===== src/rtl/oam_dma_arbiter_if.sv =====
// oam_dma_arbiter_if: CPU-side and memory-side bus bundle shared through the OAM DMA arbiter
// slave  : arbiter side (takes CPU request and memory read data, drives memory request and CPU read data)
// master : environment side (CPU core plus memory model)
interface oam_dma_arbiter_if #(
  parameter int ADDR_SIZE = 16,
  parameter int DATA_SIZE = 8
);
  logic [ADDR_SIZE-1:0] cpu_addr;
  logic [DATA_SIZE-1:0] cpu_wr_data;
  logic                 cpu_rd;
  logic                 cpu_wr;
  logic [DATA_SIZE-1:0] cpu_rd_data;
  logic [ADDR_SIZE-1:0] mem_addr;
  logic [DATA_SIZE-1:0] mem_wr_data;
  logic                 mem_rd;
  logic                 mem_wr;
  logic [DATA_SIZE-1:0] mem_rd_data;
  modport slave (
    input  cpu_addr, cpu_wr_data, cpu_rd, cpu_wr, mem_rd_data,
    output cpu_rd_data, mem_addr, mem_wr_data, mem_rd, mem_wr
  );
  modport master (
    output cpu_addr, cpu_wr_data, cpu_rd, cpu_wr, mem_rd_data,
    input  cpu_rd_data, mem_addr, mem_wr_data, mem_rd, mem_wr
  );
endinterface


===== src/rtl/oam_dma_arbiter.sv =====
// oam_dma_arbiter: shares one memory bus between the CPU and the OAM DMA engine (FF46 -> FE00 copy)
// clk, rst (sync, active-low), t_cycle (CPU T-cycle phase, M-cycle ends at 3)
// bus (slave): cpu_addr/cpu_wr_data/cpu_rd/cpu_wr/cpu_rd_data and mem_addr/mem_wr_data/mem_rd/mem_wr/mem_rd_data
// dma_active: high while transferring; dma_src_hi: FF46 source page register
// DMA_BUS_LOCK_EN: defined -> DMA owns the bus during a transfer; undefined -> CPU steals M-cycles
module oam_dma_arbiter #(
  parameter int ADDR_SIZE   = 16,
  parameter int DATA_SIZE   = 8,
  parameter int DMA_LEN     = 160,
  parameter int START_DELAY = 1
) (
  input  logic              clk,
  input  logic              rst,
  input  logic [1:0]        t_cycle,
  oam_dma_arbiter_if.slave  bus,
  output logic              dma_active,
  output logic [7:0]        dma_src_hi
);
  localparam int CW = $clog2(START_DELAY + 2);
  typedef enum logic [1:0] {IDLE, ARM, XFER} state_t;
  state_t state, state_n;
  logic [7:0] idx;
  logic [DATA_SIZE-1:0] buffer;
  logic [CW-1:0] arm_cnt;
  logic m_end, reg_hit, hram, cpu_req, cpu_bus, wr_reg, xfer, last, steal, blocked, cpu_en, dma_rd, dma_wr;
  assign m_end = t_cycle == 2'd3;
  assign reg_hit = bus.cpu_addr == ADDR_SIZE'(16'hFF46);
  assign hram = bus.cpu_addr >= ADDR_SIZE'(16'hFF80) && bus.cpu_addr <= ADDR_SIZE'(16'hFFFE);
  assign cpu_req = bus.cpu_rd || bus.cpu_wr;
  assign cpu_bus = cpu_req && !reg_hit && !hram;
  assign wr_reg = bus.cpu_wr && reg_hit;
  assign xfer = rst && state == XFER;
  assign last = idx == 8'(DMA_LEN - 1);
`ifdef DMA_BUS_LOCK_EN
  assign steal = 1'b0;
  assign blocked = xfer && cpu_bus;
`else
  // steal_q remembers a CPU bus access seen earlier in the current XFER M-cycle
  logic steal_q;
  assign steal = xfer && (steal_q || cpu_bus);
  assign blocked = 1'b0;
  always_ff @(posedge clk) steal_q <= rst && !wr_reg && !m_end && steal;
`endif
  assign cpu_en = cpu_req && !blocked;
  assign dma_rd = xfer && !steal && t_cycle == 2'd0;
  assign dma_wr = xfer && !steal && t_cycle == 2'd2;
  always_ff @(posedge clk) state <= rst ? state_n : IDLE;
  // a write on the closing edge of its M-cycle already counts that M-cycle as ended
  always_comb begin
    state_n = wr_reg ? ((m_end && START_DELAY == 0) ? XFER : ARM)
            : (state == ARM && m_end && arm_cnt == CW'(START_DELAY)) ? XFER
            : (state == XFER && m_end && !steal && last) ? IDLE
            : state;
  end
  // the source byte is captured on the t0 edge, while the combinational read data is live
  always_ff @(posedge clk) begin
    if (!rst) begin
      idx <= '0;
      dma_src_hi <= '0;
      buffer <= '0;
      arm_cnt <= '0;
    end else begin
      dma_src_hi <= wr_reg ? 8'(bus.cpu_wr_data) : dma_src_hi;
      idx <= wr_reg ? '0 : (xfer && m_end && !steal && !last) ? idx + 8'd1 : idx;
      arm_cnt <= wr_reg ? CW'(m_end) : (state == ARM && m_end) ? arm_cnt + 1'b1 : arm_cnt;
      buffer <= dma_rd ? bus.mem_rd_data : buffer;
    end
  end
  always_comb begin
    dma_active = state == XFER;
    bus.mem_addr = cpu_en ? bus.cpu_addr
                 : dma_rd ? ADDR_SIZE'({dma_src_hi, idx})
                 : dma_wr ? ADDR_SIZE'({8'hFE, idx})
                 : '0;
    bus.mem_rd = cpu_en ? bus.cpu_rd : dma_rd;
    bus.mem_wr = cpu_en ? (bus.cpu_wr && !reg_hit) : dma_wr;
    bus.mem_wr_data = cpu_en ? bus.cpu_wr_data : dma_wr ? buffer : '0;
    bus.cpu_rd_data = reg_hit ? DATA_SIZE'(dma_src_hi) : blocked ? '1 : bus.mem_rd_data;
  end
endmodule


===== src/flat_wrapper.sv =====
// flat-port wrapper written by rule: the top's interface ports become plain ports
module oam_dma_arbiter_flat 
#(
  parameter int ADDR_SIZE   = 16,
  parameter int DATA_SIZE   = 8,
  parameter int DMA_LEN     = 160,
  parameter int START_DELAY = 1
)
  (clk, rst, t_cycle, dma_active, dma_src_hi, bus_cpu_addr, bus_cpu_wr_data, bus_cpu_rd, bus_cpu_wr, bus_mem_rd_data, bus_cpu_rd_data, bus_mem_addr, bus_mem_wr_data, bus_mem_rd, bus_mem_wr);
  oam_dma_arbiter_if #(.ADDR_SIZE(ADDR_SIZE), .DATA_SIZE(DATA_SIZE)) bus_i ();
  input  logic clk;
  input  logic rst;
  input  logic [1:0] t_cycle;
  output logic dma_active;
  output logic [7:0] dma_src_hi;
  input wire logic [$bits(bus_i.cpu_addr)-1:0] bus_cpu_addr;
  input wire logic [$bits(bus_i.cpu_wr_data)-1:0] bus_cpu_wr_data;
  input wire logic [$bits(bus_i.cpu_rd)-1:0] bus_cpu_rd;
  input wire logic [$bits(bus_i.cpu_wr)-1:0] bus_cpu_wr;
  input wire logic [$bits(bus_i.mem_rd_data)-1:0] bus_mem_rd_data;
  output wire logic [$bits(bus_i.cpu_rd_data)-1:0] bus_cpu_rd_data;
  output wire logic [$bits(bus_i.mem_addr)-1:0] bus_mem_addr;
  output wire logic [$bits(bus_i.mem_wr_data)-1:0] bus_mem_wr_data;
  output wire logic [$bits(bus_i.mem_rd)-1:0] bus_mem_rd;
  output wire logic [$bits(bus_i.mem_wr)-1:0] bus_mem_wr;
  assign bus_i.cpu_addr = bus_cpu_addr;
  assign bus_i.cpu_wr_data = bus_cpu_wr_data;
  assign bus_i.cpu_rd = bus_cpu_rd;
  assign bus_i.cpu_wr = bus_cpu_wr;
  assign bus_i.mem_rd_data = bus_mem_rd_data;
  assign bus_cpu_rd_data = bus_i.cpu_rd_data;
  assign bus_mem_addr = bus_i.mem_addr;
  assign bus_mem_wr_data = bus_i.mem_wr_data;
  assign bus_mem_rd = bus_i.mem_rd;
  assign bus_mem_wr = bus_i.mem_wr;
  oam_dma_arbiter #(.ADDR_SIZE(ADDR_SIZE), .DATA_SIZE(DATA_SIZE), .DMA_LEN(DMA_LEN), .START_DELAY(START_DELAY)) u_core (.clk(clk), .rst(rst), .t_cycle(t_cycle), .bus(bus_i), .dma_active(dma_active), .dma_src_hi(dma_src_hi));
endmodule

===== config.mk =====
export PLATFORM = sky130hd
export DESIGN_NAME = oam_dma_arbiter_flat
export DESIGN_NICKNAME = d
export VERILOG_FILES = /design/src/rtl/oam_dma_arbiter_if.sv /design/src/rtl/oam_dma_arbiter.sv /design/src/flat_wrapper.sv
export SDC_FILE = /design/constraint.sdc
export NUM_CORES = 1
export LEC_CHECK = 0
export BUFFER_PORTS_ARGS = -buffer_cell sky130_fd_sc_hd__buf_2
export CAP_MARGIN = 20
export CORE_UTILIZATION = 47
export CTS_CLUSTER_SIZE = 40
export DETAILED_ROUTE_END_ITERATION = 10
export PLACE_DENSITY = 0.91
export SLEW_MARGIN = 15
export SYNTH_ARGS = -nofsm -noshare
export SYNTH_HDL_FRONTEND = slang
export SYNTH_SLANG_ARGS = --single-unit
export TNS_END_PERCENT = 30

===== constraint.sdc =====
create_clock -name clk -period 2.1 [get_ports clk]
set_input_delay 0.105 -clock clk [delete_from_list [all_inputs] [get_ports clk]]
set_output_delay 0.105 -clock clk [all_outputs]
set_load 0.03 [all_outputs]

==> key figures, run 1 <==
Drt
  • DR DRC count: 0
  • DRT iter0 DRCs: between 150 and 200
  • Antenna Nets Post-Route: 0
  • First-pass iteration count of the detailed router: 5
  • Vias per inst: 5.758
  • Vias: between 2000 and 2500
  • Drt total wl: 5.703 mm
  • WL/cell: around 15 um

Floorplan
  • I/O Pins: 81
  • Die X-Extent: roughly 64 um
  • Die ar.: ~4100 um2
  • Core area: 3689 um2
  • Initial Util: between 40% and 50%
  • Site Rows: 22
  • Die Y-Extent: 64.35 um

Setup path
  • Slowest stage delay, CP: a little over 400 ps
  • Arrival time worst endpoint: between 1500 and 2000 ps
  • Worst EP required: around 2000 ps
  • CP top delay family: simple AND/OR/NAND/NOR gates
  • Buf/Inv on CP: 1
  • Worst setup EP type: output pin
  • Cells along the critical path: nor2b_2 -> nand2_1 -> nor3_2 -> and3_1 -> a22o_1 -> buf_2
  • Reg2Reg Launch Point: u_core.idx[0]
  • CP Class: register to output pin
  • Crit path from: u_core.state[1]
  • Crit path launch type: register
  • Slowest-stage cell, CP: and3_1
  • Max FO, Critical Path: 9

Global routing
  • First-pass GRT wire length: between 9 and 10 mm
  • Vias in the first global route: between 2000 and 2500
  • Met2 Use GR: 46.58%
  • Largest net degree at the start of global routing: 32
  • GRT Max-Usage Layer: met2
  • Total track usage: around 28%
  • Total grt overflow: 0
  • Initial antenna violation count: 0
  • Met3 Use GR: between 6 and 7%
  • Grt met1 use: roughly 34%

Placement
  • DP Wirelength: around 4 mm
  • PortBufs: 80
  • Placed Cells: 381
  • Global placement routability congestion: a little over 0.9

Synth
  • Avg Cell Area, Syn: between 6 and 7 um2
  • Syn_nets: 302
  • Syn Inst Count: roughly 260
  • Cell Area, Synth: ~1800 um2
  • Sequential-to-total area share from yosys stat: 31.78%
  • Yosys warns: 0
  • Synthesized flop and latch total: 29
  • Distinct cells, synth: 36

Timing
  • RSZ-0062 raised after global routing: no
  • Max-slew violation count: 0
  • Post-layout min period: roughly 2000 ps
  • Final Hold Viols: 0
  • Worst clock skew: approximately 5.4 ps
  • Fmax: approximately 0.49 GHz
  • Period utilization: between 90% and 100%
  • Worst-Margin Slew: 862.9 ps
  • Setup TNS: 0 ps
  • Slew HR: a little over two fifths
  • Final setup viols: 0

Final layout
  • Area taken by multi-input logic gates: between 1000 and 1500 um2
  • Fin nets: between 300 and 400
  • Most frequent cells in the layout: nand2_1 (86), buf_2 (80), dfxtp_1 (29)
  • Syn-to-layout area delta: 30.41%
  • Commonest non-fill, non-tap cell in the layout: nand2_1
  • Layout cell share with drive strength beyond 1: 31.09%
  • Fin cells: roughly 400
  • # fillers: a little over 300
  • Diodes inserted: 0
  • Register area: around 580 um2

Power
  • Static leakage: roughly 1.0 nW
  • Max VDD drop: a little over 0.0004 V
  • Sequential power share: roughly 43%
  • Switching share of power: about 32%
  • Clock power share: 35.8%
  • Comb pwr share: between 20% and 30%
  • Internal: 0.8637 mW
  • Net Switching: between 0.4 and 0.5 mW
  • Pwr Density: 533.5 nW/um2

Worst hold path
  • Worst Hold Launch: bus_mem_rd_data[7]
  • Min-delay worst type: input pin to register

Clocking
  • Clock Tree Buf Depth: 2
  • CTS tree: done
  • Setup Buffers After CTS: 0
  • Cts hold-fix bufs: 0
  • Clock-pin slew on the worst setup and hold paths: roughly 70 ps
  • Sink Count: 29
  • Post-cts resize count: 0
  • Cts bufs inserted: 5
  • Root buffer cell: clkbuf_8
  • CTS HTree Levels: 2
  • Worst-Skew Late Latency: just under 300 ps

Run
  • Max Cap Viol: 0

Status
  • Outcome: finished, final reports clean
==> per-layer routing <==
metal	wire length, um	vias to the layer above
met3	538	15
met2	2750	141
met4	110	0
li1	-	1076
met5	0	-
met1	2304	1008
==> synth_stat cells <==
cell type	n	share of area, %
a31o_2	1	0.48
or4_4	1	0.62
nand3b_1	2	0.82
nand2_1	86	18
ha_1	2	1.4
mux2i_1	9	4.9
or3_1	8	2.7
nand4_1	4	1.4
or2_2	2	0.68
o311a_1	1	0.55
a21o_1	4	1.6
a211oi_1	1	0.41
nor2b_1	1	0.34
clkbuf_1	13	2.7
dfxtp_1	29	32
a21oi_1	17	4.7
nor4_1	1	0.34
nor4_4	1	1.2
nand4b_1	2	0.96
a211oi_2	1	0.68
and3_1	1	0.34
nor3_1	5	1.4
inv_1	5	1.0
nand2b_1	2	0.68
o31ai_1	4	1.6
nor2_1	6	1.2
o311ai_1	1	0.48
a22o_1	8	3.8
and4bb_2	1	0.68
nor3b_1	1	0.41
o32a_1	1	0.55
nand3_1	5	1.4
and2_1	3	1.0
or4_1	3	1.2
o21ai_0	27	7.4
buf_2	3	0.82
==> sequential cells by signal, summed over array words and instances (netlist names) <==
| register | cells |
|---|---|
| u_core.state | 2 |
| u_core.dma_src_hi | 8 |
| u_core.steal_q | 1 |
| u_core.idx | 8 |
| u_core.buffer | 8 |
| u_core.arm_cnt | 2 |
==> worst paths after layout <==
kind              cells past startpoint                  to  slack [ps]
setup / recovery                      6  bus_mem_wr_data[0]          80
hold / removal                        3    u_core.buffer[7]          70
setup reg to reg                      6       u_core.idx[5]         160
hold reg to reg                       2    u_core.buffer[3]         460
==> worst reg2reg max path: stages, from the launching register on <==
cell and delay (ps):
dfxtp_1 350, ha_1 250, nand2_1 170, o311ai_2 200
or3_1 420, or4_1 410, o21ai_0 80
==> power by group through the flow <==
| stage | Combinational, mW | Sequential (mW) | Clock (mW) |
|---|---|---|---|
| global route | 0.283 | 0.549 | 0.488 |
| floorplan | 0.162 | 0.562 | 0 |
| detailed placement | 0.263 | 0.562 | 0 |
| finish | 0.267 | 0.550 | 0.455 |
| CTS | 0.264 | 0.550 | 0.458 |
| global placement | 0.259 | 0.562 | 0 |
==> layout make-up <==
class | instances | share of cell area (%)
clock inverters | 3 | 0.7353
flip-flops and latches | 29 | 24.37
clock buffers | 5 | 2.889
repair buffers | 87 | 19.01
inverters | 5 | 0.7878
multi-input cells | 212 | 49.69
well taps | 48 | 2.521
==> stage by stage <==
| stage | hold slack (ps) | cell area [um2] | setup slack, ps | power (mW) | util, % |
|---|---|---|---|---|---|
| final | 67.77 | 2382 | 76.31 | 1.271 | 64.59 |
| after global routing | 68.76 | 2382 | 2.298 | 1.320 | 64.59 |
| after CTS | 65.78 | 2375 | 103.4 | 1.271 | 64.38 |
| after detailed placement | 366.1 | 2288 | 93.15 | 0.8255 | 62.04 |
| after global placement | 364.2 | 2288 | 155.1 | 0.8213 | 62.04 |
| after floorplan | 245.5 | 1834 | 108.3 | 0.7245 | - |
==> logic make-up after synthesis <==
kind of cell	count (synthesis)	synth area share (%)
AO/OA/AOI/OAI	66	22.33
adder cells (fa/ha/maj)	2	1.370
buffers and inverters	21	4.521
flip-flops	29	31.78
multiplexers	9	4.932
AND/OR/NAND/NOR	135	35.07
(Power assumes the default switching activity.)
==> run 2, diff against run 1 <==
HOLD_SLACK_MARGIN = 0.02   (was not set)
MAX_ROUTING_LAYER = met4   (was not set)
==> key figures, run 2 (synthesis gave the netlist of run 1 again) <==
Status
  • Outcome: finished, final reports clean

Power
  • Max VDD drop: about 0.00040 V
  • Pwr Density: ~530 nW/um2
  • Total power: around 1.3 mW
  • Static leakage: just over 1 nW

Placement
  • PortBufs: 80
  • Placed Cells: between 300 and 400
  • Dpl ws: 93.15 ps
  • DP Wirelength: slightly above 4 mm
  • Global placement routability congestion: 0.9262

Global routing
  • Initial antenna violation count: 0
  • Total track usage: approximately 29%
  • Total grt overflow: 0
  • First-pass GRT wire length: between 9 and 10 mm
  • Vias in the first global route: between 2000 and 2500
  • Largest net degree at the start of global routing: 32

Setup path
  • Cells along the critical path: nor2b_2 -> nand2_1 -> nor3_2 -> and3_1 -> a22o_1 -> buf_2
  • Slowest stage delay, CP: a little over 400 ps
  • R2R Setup Slk: about 150 ps
  • Arrival time worst endpoint: 1930 ps
  • Crit path launch type: register
  • Max FO, Critical Path: 9
  • Slowest-stage cell, CP: and3_1
  • CP Class: register to output pin
  • Buf/Inv on CP: 1
  • CP top delay family: simple AND/OR/NAND/NOR gates
  • Worst setup EP type: output pin
  • Worst EP required: 2000 ps

Timing
  • Final Hold Viols: 0
  • Worst clock skew: roughly 6 ps
  • Period utilization: 96.74%
  • RSZ-0062 raised after global routing: no
  • Fmax: around 0.5 GHz
  • Setup TNS: 0 ps
  • Slew HR: a little over two fifths
  • Fin worst setup slack: 68.39 ps
  • Max-slew violation count: 0
  • Post-layout min period: around 2000 ps
  • Worst-Margin Slew: 866.6 ps
  • Final setup viols: 0

Run
  • Max Cap Viol: 0

Clocking
  • CTS tree: done
  • Clock-pin slew on the worst setup and hold paths: 70 ps
  • CTS HTree Levels: 2
  • Cts bufs inserted: 5
  • Clock Tree Buf Depth: 2
  • Cts hold-fix bufs: 0
  • Setup Buffers After CTS: 0
  • Post-cts resize count: 0
  • Worst-Skew Late Latency: 290 ps
  • Root buffer cell: clkbuf_8
  • Sink Count: 29

Final layout
  • # fillers: 310
  • Commonest non-fill, non-tap cell in the layout: nand2_1
  • Fin nets: 380
  • Layout cell share with drive strength beyond 1: between 30% and 40%
  • Final core occ: 64.59%
  • Area taken by multi-input logic gates: between 1000 and 1500 um2
  • Biggest regs: u_core.buffer x8, u_core.dma_src_hi x8, u_core.idx x8
  • Syn-to-layout area delta: 30.41%
  • Diodes inserted: 0
  • Register area: 580.6 um2
  • Fin cells: just under 400
  • Most frequent cells in the layout: nand2_1 (86), buf_2 (80), dfxtp_1 (29)

Drt
  • M1 wire length: around 2.4 mm
  • First-pass iteration count of the detailed router: 5
  • Drt total wl: ~5.7 mm
  • WL/cell: roughly 15 um
  • DRT iter0 DRCs: 170
  • Top Layer Used: met4
  • Metal3 WL: 472 um
  • Antenna Nets Post-Route: 0
  • Met2 wire len: between 2 and 3 mm
  • DR DRC count: 0
  • Vias per inst: 5.756
  • Vias: about 2200

Floorplan
  • Die ar.: 4140 um2
  • I/O Pins: ~80
  • Initial Util: between 40% and 50%
  • Die Y-Extent: 64.35 um
  • Site Rows: 22
  • Core area: between 3000 and 4000 um2
  • Die X-Extent: between 60 and 70 um

Worst hold path
  • Min-delay worst type: input pin to register
-- run 2: cell counts in the layout (fill, tap and decap cells not counted) --
No cell type changed its count.
-- run 2: area by class of cell --
type | count | share of cell area (%)
Inverter | 5 | 0.7878
Tap cell | 48 | 2.521
Sequential cell | 29 | 24.37
Clock inverter | 3 | 0.7353
Multi-Input combinational cell | 212 | 49.69
Timing Repair Buffer | 87 | 19.01
Clock buffer | 5 | 2.889
-- run 2: final timing paths --
check                           from                 end  cells past startpoint
setup / recovery     u_core.state[1]  bus_mem_wr_data[0]                      6
hold / removal    bus_mem_rd_data[7]    u_core.buffer[7]                      3
setup reg to reg       u_core.idx[0]       u_core.idx[5]                      6
hold reg to reg     u_core.buffer[3]    u_core.buffer[3]                      2
-- run 2: report_power, final --
group / switching (mW) / internal [mW] / total [mW]
sequential: 0.00000203 / 0.550 / 0.550
combinational: 0.180 / 0.0858 / 0.266
clock: 0.229 / 0.228 / 0.457
-- run 2: routing by layer --
| metal | track usage [%] | up-vias |
|---|---|---|
| met5 | - | - |
| met4 | 12.22 | 0 |
| met3 | 6.429 | 17 |
| met2 | 46.45 | 126 |
| met1 | 34.28 | 1020 |
| li1 | - | 1076 |
-- run 2: worst reg2reg max path, stage by stage (launching register included) --
cell	delay [ps]
dfxtp_1	340
ha_1	240
nand2_1	170
o311ai_2	200
or3_1	420
or4_1	410
o21ai_0	80
-- run 2: metrics by stage --
stage	area, um2	hold WS (ps)
2_1_floorplan	1834	245.5
3_3_place_gp	2288	364.2
3_5_place_dp	2288	366.1
4_1_cts	2375	65.78
5_1_grt	2382	68.75
6_report	2382	68.88
